$ cat config.mk
export PLATFORM = sky130hd
export DESIGN_NAME = bitwise_logic_unit
export DESIGN_NICKNAME = d
export VERILOG_FILES = /design/src/rtl/blu_pkg.sv /design/src/rtl/bitwise_logic_core.sv /design/src/rtl/bitwise_logic_unit.sv
export SDC_FILE = /design/constraint.sdc
export NUM_CORES = 1
export LEC_CHECK = 0
export ABC_AREA = 1
export BUFFER_PORTS_ARGS = -buffer_cell sky130_fd_sc_hd__buf_2
export CAP_MARGIN = 20
export CORE_MARGIN = 4
export CORE_UTILIZATION = 47
export CTS_BUF_LIST = sky130_fd_sc_hd__clkbuf_8
export CTS_CLUSTER_DIAMETER = 50
export DETAILED_ROUTE_END_ITERATION = 7
export PLACE_DENSITY = 0.68
export RECOVER_POWER = 50
export SETUP_SLACK_MARGIN = 0.3
export SLEW_MARGIN = 20
export SYNTH_ARGS = -nofsm -noshare
export SYNTH_HDL_FRONTEND = slang
export SYNTH_SLANG_ARGS = --single-unit
$ cat constraint.sdc
create_clock -name clk -period 2.35 [get_ports clk]
set_clock_uncertainty 0.15 [all_clocks]
set_input_delay 0.5875 -clock clk [delete_from_list [all_inputs] [get_ports clk]]
set_output_delay 0.5875 -clock clk [all_outputs]
set_load 0.05 [all_outputs]
$ cat src/rtl/blu_pkg.sv
// rtl/blu_pkg.sv - shared opcode and buffer-state constants for the bitwise logic unit
//
// Purpose: opcode encodings and the output buffer state encodings.
// The buffer states are the packed pair {main_v, skid_v}.
package blu_pkg;

    localparam int BLU_OP_W = 3;

    typedef logic [BLU_OP_W-1:0] blu_op_t;

    localparam blu_op_t OP_NOT_A  = 3'b000;
    localparam blu_op_t OP_AND    = 3'b001;
    localparam blu_op_t OP_OR     = 3'b010;
    localparam blu_op_t OP_XOR    = 3'b011;
    localparam blu_op_t OP_NAND   = 3'b100;
    localparam blu_op_t OP_NOR    = 3'b101;
    localparam blu_op_t OP_XNOR   = 3'b110;
    localparam blu_op_t OP_PASS_A = 3'b111;

    localparam logic [1:0] BUF_EMPTY = 2'b00;
    localparam logic [1:0] BUF_MAIN  = 2'b10;
    localparam logic [1:0] BUF_FULL  = 2'b11;

endpackage

$ cat src/rtl/bitwise_logic_core.sv
// rtl/bitwise_logic_core.sv - combinational bitwise operation with zero and parity flags
//
// Purpose: computes res = op(a, b) on all WIDTH bits, plus flags.
// Ports:
//   a, b  : WIDTH-bit operands (b unused by NOT_A and PASS_A)
//   op    : operation select (blu_pkg opcodes)
//   res   : WIDTH-bit result
//   zero  : res == 0
//   par   : XOR-reduction of res
module bitwise_logic_core
    import blu_pkg::*;
#(
    parameter int WIDTH = 10
) (
    input  logic [WIDTH-1:0]    a,
    input  logic [WIDTH-1:0]    b,
    input  logic [BLU_OP_W-1:0] op,
    output logic [WIDTH-1:0]    res,
    output logic                zero,
    output logic                par
);

    always_comb begin
        res = a;
        case (op)
            OP_NOT_A:  res = ~a;
            OP_AND:    res = a & b;
            OP_OR:     res = a | b;
            OP_XOR:    res = a ^ b;
            OP_NAND:   res = ~(a & b);
            OP_NOR:    res = ~(a | b);
            OP_XNOR:   res = ~(a ^ b);
            OP_PASS_A: res = a;
            default:   res = a;
        endcase
    end

    assign zero = (res == '0);
    assign par  = ^res;

endmodule

$ cat src/rtl/bitwise_logic_unit.sv
// rtl/bitwise_logic_unit.sv - pipelined bitwise logic unit with valid/ready and skid buffer
//
// Purpose: optional input register, combinational core, 2-entry output
// buffer (main + skid) and a registered in_ready.
// Ports:
//   clk, rst_n                      : clock, asynchronous active-low reset
//   in_valid/in_ready               : operand handshake
//   in_a, in_b, in_op               : operands and opcode
//   out_valid/out_ready             : result handshake
//   out_res, out_zero, out_par      : result and its flags
module bitwise_logic_unit
    import blu_pkg::*;
#(
    parameter int WIDTH  = 10,
    parameter bit REG_IN = 1'b0
) (
    input  logic                clk,
    input  logic                rst_n,
    input  logic                in_valid,
    output logic                in_ready,
    input  logic [WIDTH-1:0]    in_a,
    input  logic [WIDTH-1:0]    in_b,
    input  logic [BLU_OP_W-1:0] in_op,
    output logic                out_valid,
    input  logic                out_ready,
    output logic [WIDTH-1:0]    out_res,
    output logic                out_zero,
    output logic                out_par
);

    // Input stage (stays empty and unused when REG_IN == 0)
    logic                stage_v, stage_v_n, stage_load;
    logic [WIDTH-1:0]    stage_a, stage_b;
    logic [BLU_OP_W-1:0] stage_op;

    // Beat presented to the buffer
    logic                src_valid;
    logic [WIDTH-1:0]    src_a, src_b;
    logic [BLU_OP_W-1:0] src_op;

    logic [WIDTH-1:0]    c_res;
    logic                c_zero, c_par;

    // Output buffer; buf_rdy mirrors !skid_v but is held low during reset
    logic                main_v, skid_v, main_v_n, skid_v_n;
    logic [WIDTH-1:0]    main_res, skid_res;
    logic                main_zero, main_par, skid_zero, skid_par;
    logic                buf_rdy, in_rdy_q;
    logic                acc, pop, load_main, load_skid, skid_to_main;

    assign src_valid = REG_IN ? stage_v  : in_valid;
    assign src_a     = REG_IN ? stage_a  : in_a;
    assign src_b     = REG_IN ? stage_b  : in_b;
    assign src_op    = REG_IN ? stage_op : in_op;

    bitwise_logic_core #(.WIDTH(WIDTH)) u_core (
        .a    (src_a),
        .b    (src_b),
        .op   (src_op),
        .res  (c_res),
        .zero (c_zero),
        .par  (c_par)
    );

    assign acc = src_valid && buf_rdy;
    assign pop = main_v && out_ready;

    always_comb begin
        main_v_n     = main_v;
        skid_v_n     = skid_v;
        load_main    = 1'b0;
        load_skid    = 1'b0;
        skid_to_main = 1'b0;
        case ({main_v, skid_v})
            BUF_EMPTY: begin
                if (acc) begin
                    main_v_n  = 1'b1;
                    load_main = 1'b1;
                end
            end
            BUF_MAIN: begin
                if (acc && pop) begin
                    load_main = 1'b1;
                end else if (acc) begin
                    skid_v_n  = 1'b1;
                    load_skid = 1'b1;
                end else if (pop) begin
                    main_v_n  = 1'b0;
                end
            end
            BUF_FULL: begin
                if (pop) begin
                    skid_v_n     = 1'b0;
                    skid_to_main = 1'b1;
                end
            end
            default: begin
                // {0,1} is unreachable; recover to empty
                main_v_n = 1'b0;
                skid_v_n = 1'b0;
            end
        endcase

        // The stage holds its beat until the buffer takes it
        stage_load = REG_IN && in_valid && in_rdy_q;
        stage_v_n  = REG_IN && (stage_load || (stage_v && !buf_rdy));
    end

    always_ff @(posedge clk or negedge rst_n) begin
        if (!rst_n) begin
            main_v    <= 1'b0;
            skid_v    <= 1'b0;
            buf_rdy   <= 1'b0;
            in_rdy_q  <= 1'b0;
            main_res  <= '0;
            main_zero <= 1'b0;
            main_par  <= 1'b0;
            skid_res  <= '0;
            skid_zero <= 1'b0;
            skid_par  <= 1'b0;
            stage_v   <= 1'b0;
            stage_a   <= '0;
            stage_b   <= '0;
            stage_op  <= '0;
        end else begin
            main_v   <= main_v_n;
            skid_v   <= skid_v_n;
            buf_rdy  <= !skid_v_n;
            // With an input stage, a slot is free unless both stage and skid are occupied
            in_rdy_q <= REG_IN ? !(stage_v_n && skid_v_n) : !skid_v_n;
            stage_v  <= stage_v_n;
            if (load_main) begin
                main_res  <= c_res;
                main_zero <= c_zero;
                main_par  <= c_par;
            end else if (skid_to_main) begin
                main_res  <= skid_res;
                main_zero <= skid_zero;
                main_par  <= skid_par;
            end
            if (load_skid) begin
                skid_res  <= c_res;
                skid_zero <= c_zero;
                skid_par  <= c_par;
            end
            if (stage_load) begin
                stage_a  <= in_a;
                stage_b  <= in_b;
                stage_op <= in_op;
            end
        end
    end

    assign in_ready  = in_rdy_q;
    assign out_valid = main_v;
    assign out_res   = main_res;
    assign out_zero  = main_zero;
    assign out_par   = main_par;

endmodule

==> results of run 1 <==
power by group:
part	switching, mW	internal (mW)	total, mW
Combinational	0.848	0.529	1.38
Sequential	0.0711	0.619	0.690
Clock	0.142	0.117	0.259
Total	1.06	1.27	2.33
area by class of cell:
| cell class | instances | area, um^2 | area share (%) |
|---|---|---|---|
| Clock inverter | 1 | 3.75 | 0.0954 |
| Sequential cell | 27 | 676 | 17.2 |
| Clock buffer | 3 | 41.3 | 1.05 |
| Timing Repair Buffer | 126 | 1030 | 26.1 |
| Multi-Input combinational cell | 267 | 1830 | 46.6 |
| Inverter | 68 | 265 | 6.74 |
| Tap cell | 70 | 87.6 | 2.23 |
cell families (layout without fill, tap and decap cells):
group,Yosys count,count (layout),synth area share (%)
compound gates,26,26,5.68
xor+xnor,2,2,0.698
fa+ha+maj,25,25,12.5
buf+inv,86,198,14.1
flops,27,27,26.9
simple gates,214,214,40.1
critical path: cells and delay by family:
kind | cells | cell delay, ns
xor gates and xnor gates | 1 | 0.13
buffers and inverters | 4 | 0.44
adders and majority gates | 1 | 0.22
and+or+nand+nor | 9 | 0.93
timing repair:
item                                    4_1_cts  5_1_grt
pin swaps                                    36       38
buffers inserted                             32        5
endpoints found under the setup margin        4        8
resized for setup                            72       56
sequential cells by signal, indices dropped and copies added, names as in the netlist:
name / flops
in_ready: 1
out_par: 1
out_res: 10
out_valid: 1
out_zero: 1
skid_par: 1
skid_res: 10
skid_v: 1
skid_zero: 1
cells in the final DEF (no fill, tap or decap):
cell type / synthesis / layout
nand2_1: 94 / 82
buf_4: 3 / 62
inv_1: 68 / 51
nand4_1: 45 / 45
buf_2: 4 / 31
dfrtp_1: 27 / 27
buf_6: 2 / 26
nor2_1: 33 / 17
nand3_1: 32 / 17
nand3_2: 0 / 15
o21ai_0: 17 / 15
inv_2: 0 / 14
nor2_2: 1 / 14
ha_1: 25 / 14
ha_4: 0 / 11
nand2_2: 0 / 9
nand3b_1: 5 / 5
nor2_4: 1 / 4
inv_4: 0 / 4
o211ai_1: 4 / 4
buf_12: 0 / 4
o21ai_1: 2 / 3
nand2_4: 0 / 3
clkbuf_8: 0 / 3
a21oi_1: 2 / 2
buf_8: 0 / 2
nand3b_4: 0 / 1
nor3_4: 1 / 1
xnor2_4: 0 / 1
or2_4: 0 / 1
xnor2_2: 0 / 1
a22oi_1: 1 / 1
o21ai_2: 0 / 1
clkbuf_1: 8 / 1
metal layers:
metal	track usage (%)	part of all wire, %
met1	30.8	40
met3	3.77	5.6
met2	42.5	51
met5	0	0
met4	6.76	3.2
through the flow:
step	power, mW	cells
2_1_floorplan	1.43	380
3_3_place_gp	1.70	521
3_5_place_dp	1.72	521
4_1_cts	2.13	557
5_1_grt	2.47	562
6_report	2.33	562
worst max-delay path by stage:
stage	startpoint	endpoint
after floorplan	in_a[1]	out_par
after global placement	in_op[0]	out_par
after detailed placement	in_op[0]	skid_par
after CTS	in_op[1]	skid_par
after global routing	in_a[2]	out_par
final	in_op[2]	out_par
==> results.md, run 1 <==
- # hold bufs at CTS: 0
- N_diodes: 0
- Crit path largest cell delay: 0.24 ns
- Die height: 81.1 um
- Tot GR Track Use: 24.3%
- Worst-margin pin slew: 1.44 ns
- Worst setup margin: 0.0673 ns
- DR pass1 iterations: 5
- Yosys warning count: 0
- Final core utilization: 76.6%
- CP max FO: 4
- Fin crit period: 2.28 ns
- Cell taking the most area after synthesis: dfrtp_1
- Antenna-violating nets left: 0
- # rows: 26
- Register area share after synthesis: 26.9%
- Share of cells above drive strength 1: 42.3%
- Die Wd: 81.1 um
- Final setup TNS: 0 ns
- Hold Crit Endpoint: out_zero
- Syn Nets: 432
- Worst EP required: 2.38 ns
- Predominant post-synthesis flop cell: dfrtp_1
- Final Max Tran Viols: 0
- Via count: 3076
- WHS: 0.329 ns
- Initial Utilization: 48.8%
- DRC errors left: 0
- Initial antenna violation count: 0
- Largest net degree at the start of global routing: 28
- Top cells by area, synth: dfrtp_1 27%, nand2_1 14%, ha_1 12%
- Critical path class: primary input to register
- Via density per instance: 5.47
- Synthesized area: 2510 um^2
- CTS tree: built
- I/O Buffers: 40
- Reg2Reg Setup Slack: 0.62 ns
- Worst-path clk slew: 0.09 ns
- Final WL: 8510 um
- Synth unique cells: 24
- Most frequent cell after synthesis: nand2_1
- Final setup fails: 0
- Worst EP arrival: 2.31 ns
- Hold WC Path Type: register to register
- Post-DR wirelength/cell: 15.1 um
- Cells on Worst Hold Path: 2
- Design area: 3940 um^2
- Area Overhead vs Synth: 56.8%
- Cells on worst reg2reg path: 9
- Crit end category: register
- Startpoint Class: primary input
- RSZ-0062 raised after global routing: yes
- Post-synth top area share: 26.9%
- Num CTS Buffers: 3
- Core area: 5140 um^2
- Die Area: 6570 um^2
- CTS Buffer Depth: 2
- Fin. Hold Viols: 0
- Clk sinks: 27
- Outcome: finished, final reports clean
- Post-synth EDFFs: 0
- Max-cap check violation count: 0
- Post-Place Setup Slack: -0.347 ns
- Achievable clock frequency: 438 MHz
- CTS H-tree lvls: 1
- Fin crit share: 97.1%
- Estimated wirelength of the detail-placed design: 5020 um
- Relative slew slack: 3.77%
- RR Startpoint: skid_v
- Congestion Overflow GR: 0
- Pwr dens: 591 nW/um^2
- Clock Latency Late Sink: 0.27 ns
- Async SR Flop Fraction: 100%
- Most common library cells after synthesis: 94 x nand2_1, 68 x inv_1, 45 x nand4_1
- First-pass GRT wire length: 12700 um
- Fillers: 370
- Synth Register Bits: 27
- Clk root buf: clkbuf_8
- Synth Instances: 380
- Area post-placement: 3100 um^2
- Final GP Congestion: 0.859
- Max VDD drop: 0.585 mV
- CP cell instances: buf_8, buf_6, buf_6, nand4_1, nand2_1, nor2_2, nand3_2, inv_2, ha_4, xnor2_4, or2_4, nand2_2, nand2_2, nand3_2, nand2_1
- Critical-path top delay cell: or2_4
- Number of global-route vias before repair: 2887
- R2r endpoint: out_par
- Ports: 41
- Avg Inst Size Synth: 6.61 um^2
- Nets: 545
- HP Start: out_zero
- Leak: 2.10 nW
- Initial DRC count: 222
(Power assumes the default switching activity.)
==> inputs of run 2 (changes only) <==
BUFFER_PORTS_ARGS = default   (was -buffer_cell sky130_fd_sc_hd__buf_2)
DONT_BUFFER_PORTS = 1   (was default)
PLACE_DENSITY = default   (was 0.68)
==> results.md, run 2 (same netlist as run 1, synthesis figures left out) <==
- Critical path class: primary input to register
- Estimated wirelength of the detail-placed design: 4650 um
- Net Switching: 929 uW
- RSZ-0062 raised after global routing: yes
- Achievable clock frequency: 465 MHz
- Fin crit share: 91.4%
- Buf+Inv Stages, Crit Path: 2
- Worst setup margin: 0.201 ns
- Hold Crit Endpoint: skid_v
- CP top delay family: simple AND/OR/NAND/NOR gates
- WP depth: 14
- Congestion Overflow GR: 0
- Share of cells above drive strength 1: 28.5%
- Core area: 5140 um^2
- Die height: 81.1 um
- Antenna-violating nets left: 0
- Via density per instance: 5.26
- Net Sw Frac: 45.4%
- Worst Setup SP: in_b[1]
- I/O Buffers: 0
- Commonest non-fill, non-tap cell in the layout: nand2_1
- Area Overhead vs Synth: 33.0%
- Tot GR Track Use: 21.8%
- Die Area: 6570 um^2
- CTS tree: built
- Cells on worst reg2reg path: 7
- Reg2Reg Setup Slack: 0.42 ns
- Area post-placement: 2850 um^2
- Fin. Hold Viols: 0
- First-pass GRT wire length: 11500 um
- Clk sinks: 27
- Initial antenna violation count: 0
- CTS Buffer Depth: 2
- Power Internal: 1.12 mW
- Most frequent cells in the layout: 92 x nand2_1, 66 x buf_4, 55 x inv_1
- Initial DRC count: 161
- Combinational power share: 40.3%
- Initial Utilization: 48.8%
- Critical-path top delay cell: or2_4
- CP cell instances: inv_12, ha_4, nand4_1, nand2_1, nor2_2, nand3_2, inv_2, ha_4, xnor2_2, or2_4, nand2_2, nand2_2, nand3_2, nand2_1
- Number of global-route vias before repair: 2616
- Startpoint Class: primary input
- RR Startpoint: skid_v
- Final core utilization: 64.9%
- N_diodes: 0
- Relative slew slack: 18.8%
- Design area: 3340 um^2
- Post-DR wirelength/cell: 13.4 um
- Worst-path clk slew: 0.09 ns
- Worst-margin pin slew: 1.22 ns
- Clock Latency Late Sink: 0.27 ns
- Clk root buf: clkbuf_8
- Final WL: 6790 um
- Final Max Tran Viols: 0
- Leak: 1.79 nW
- Fillers: 469
- Outcome: finished, final reports clean
- Max VDD drop: 0.534 mV
- Max-cap check violation count: 0
- # rows: 26
- Cells on Worst Hold Path: 2
- HP Start: in_valid
- DR pass1 iterations: 6
- CTS H-tree lvls: 1
- Num CTS Buffers: 3
- Fin crit period: 2.15 ns
- Post-Place Setup Slack: -0.189 ns
- Crit end category: register
- Worst EP required: 2.38 ns
- DRC errors left: 0
- Clock power frac: 13.0%
- Ports: 41
- Crit path largest cell delay: 0.26 ns
- Sequential share of power: 46.7%
- Die Wd: 81.1 um
- Via count: 2673
- CP max FO: 2
- Final setup fails: 0
- Final GP Congestion: 0.885
- Worst EP arrival: 2.18 ns
- Nets: 491
- Largest net degree at the start of global routing: 42
- Final setup TNS: 0 ns
- Pwr dens: 614 nW/um^2
- R2r endpoint: skid_par
- Hold WC Path Type: primary input to register
## run 2: cell type report
type | instances | area, um^2 | share of cell area (%)
well taps | 70 | 87.6 | 2.62
clock buffers | 3 | 41.3 | 1.24
inverters | 68 | 273 | 8.17
repair buffers | 72 | 566 | 16.9
flip-flops and latches | 27 | 676 | 20.2
clock inverters | 1 | 5.00 | 0.150
multi-input cells | 267 | 1690 | 50.6
## run 2: power groups by stage
stage               registers (mW)  logic, mW  clock network [mW]
floorplan                    0.966      0.460                   0
global placement             0.966      0.623                   0
detailed placement           0.967      0.632                   0
CTS                          0.958      0.797               0.270
global route                 0.980      0.931               0.285
finish                       0.957      0.825               0.266
## run 2: through the flow
stage	hold WS [ns]	instances	power, mW
2_1_floorplan	0.142	380	1.43
3_3_place_gp	0.143	474	1.59
3_5_place_dp	0.143	474	1.60
4_1_cts	0.320	505	2.03
5_1_grt	0.334	508	2.20
6_report	0.329	508	2.05
## run 2: layer usage
metal | track usage, % | share of wire (%)
met1 | 27.8 | 45
met2 | 38.0 | 48
met3 | 4.77 | 4.7
met4 | 4.05 | 1.7
met5 | 0 | 0
## run 2: worst max path at each step
stage / endpoint / slack [ns]
6_report: skid_par / 0.20
3_3_place_gp: out_par / -0.15
3_5_place_dp: out_par / -0.19
4_1_cts: out_par / 0.25
2_1_floorplan: out_par / -0.02
5_1_grt: skid_par / 0.11
## run 2: repair_timing
item,4_1_cts,5_1_grt
buffers inserted,25,3
gates resized for setup,44,12
hold endpoints to repair,27,0
pin swaps,30,7
hold buffers,2,0
endpoints found under the setup margin,2,5
==> inputs of run 3 (changes only) <==
RECOVER_POWER = 100   (was 50)
==> results.md, run 3 (same netlist as run 1, synthesis figures left out) <==
- I/O Buffers: 0
- Met3 GRT Util: 4.77%
- CP max FO: 2
- Estimated wirelength of the detail-placed design: 4650 um
- First-pass GRT wire length: 11500 um
- WP depth: 14
- Buf+Inv Stages, Crit Path: 2
- Achievable clock frequency: 465 MHz
- Area Overhead vs Synth: 32.3%
- Commonest non-fill, non-tap cell in the layout: nand2_1
- Fin crit period: 2.15 ns
- Via density per instance: 5.28
- Worst-path clk slew: 0.09 ns
- Nets: 491
- CTS tree: built
- Leak: 1.78 nW
- Core area: 5140 um^2
- DR pass1 iterations: 4
- Fin. Hold Viols: 0
- Startpoint Class: primary input
- Worst EP arrival: 2.18 ns
- CTS H-tree lvls: 1
- Post-DR wirelength/cell: 13.2 um
- Clk sinks: 27
- Number of global-route vias before repair: 2616
- CP cell instances: inv_12, ha_4, nand4_1, nand2_1, nor2_2, nand3_2, inv_2, ha_4, xnor2_2, or2_4, nand2_2, nand2_2, nand3_2, nand2_1
- Met2 Use GR: 38.0%
- CP top delay family: simple AND/OR/NAND/NOR gates
- Share of cells above drive strength 1: 27.4%
- N_diodes: 0
- Final WL: 6720 um
- Via count: 2684
- Worst setup margin: 0.200 ns
- Outcome: finished, final reports clean
- Relative slew slack: 19.5%
- Worst EP required: 2.38 ns
- # rows: 26
- DRC errors left: 0
- Met1 GRT Util: 27.8%
- Critical-path top delay cell: or2_4
- Cells on worst reg2reg path: 8
- Clk root buf: clkbuf_8
- Grt peak-use layer: met2
- Max-cap check violation count: 0
- Initial DRC count: 138
- Crit path largest cell delay: 0.26 ns
- Num CTS Buffers: 3
- Initial Utilization: 48.8%
- Post-Place Setup Slack: -0.189 ns
- Hold Crit Endpoint: skid_v
- Antenna-violating nets left: 0
- Crit end category: register
- Congestion Overflow GR: 0
- Largest net degree at the start of global routing: 42
- CTS Buffer Depth: 2
- Most frequent cells in the layout: 92 x nand2_1, 63 x buf_4, 56 x inv_1
- R2r endpoint: out_res[0]
- HP Start: in_valid
- Pwr dens: 612 nW/um^2
- Clock Latency Late Sink: 0.27 ns
- Die Wd: 81.1 um
- Critical path class: primary input to register
- Tot GR Track Use: 21.8%
- Final Max Tran Viols: 0
- Cells on Worst Hold Path: 2
- Final setup fails: 0
- Die height: 81.1 um
- Max VDD drop: 0.538 mV
- Die Area: 6570 um^2
- RR Startpoint: skid_v
- Final GP Congestion: 0.885
- RSZ-0062 raised after global routing: yes
- Hold WC Path Type: primary input to register
- Fin crit share: 91.5%
- Initial antenna violation count: 0
- Reg2Reg Setup Slack: 0.35 ns
- Total power: 2.03 mW
- Ports: 41
- Worst-margin pin slew: 1.21 ns
run 3: changes by cell type in the layout (fill, tap and decap cells not counted):
cell and change:
buf_4 -3, clkbuf_1 +3, inv_1 +1, inv_2 -1
nand3_1 +1, nand3_2 -1, o21ai_0 +2, o21ai_1 -2
run 3: cell type report:
type | instances | area [um^2]
clock buffer | 3 | 41.3
fill | 471 | 1820
tap | 70 | 87.6
sequential | 27 | 676
timing repair buffer | 72 | 554
clock inverter | 1 | 5.00
inverter | 68 | 273
multi-input combinational | 267 | 1680
run 3: worst max-delay path by stage:
stage          slack [ns]      from        to
6_report             0.20   in_b[1]   out_par
5_1_grt              0.09  in_op[2]  skid_par
4_1_cts              0.25   in_b[1]   out_par
3_5_place_dp        -0.19   in_a[1]   out_par
3_3_place_gp        -0.15   in_a[0]   out_par
2_1_floorplan       -0.02   in_a[1]   out_par
run 3: metrics by stage:
stage / utilization (%) / TNS [ns] / cell area [um^2] / hold WS (ns) / cells
floorplan: - / -0.0335 / 2540 / 0.142 / 380
global placement: 55.4 / -0.284 / 2850 / 0.143 / 474
detailed placement: 55.4 / -0.356 / 2850 / 0.143 / 474
CTS: 63.9 / 0 / 3280 / 0.320 / 505
global route: 64.6 / 0 / 3320 / 0.334 / 508
finish: 64.6 / 0 / 3320 / 0.330 / 508
run 3: timing repair:
action | 4_1_cts | 5_1_grt
resized for setup | 44 | 12
hold buffers | 2 | 0
hold endpoints to repair | 27 | 0
setup endpoints to repair | 2 | 5
setup buffers | 25 | 3
pin swaps | 30 | 7
run 3: routing by layer:
metal | routed length, um | vias up
li1 | - | 1359
met1 | 2960 | 1244
met2 | 3280 | 69
met3 | 373 | 12
met4 | 110 | 0
met5 | 0 | -
run 3: power by group:
group,switching (mW),internal (mW),total [mW]
registers,0.342,0.614,0.957
logic,0.436,0.377,0.813
clock network,0.145,0.119,0.264
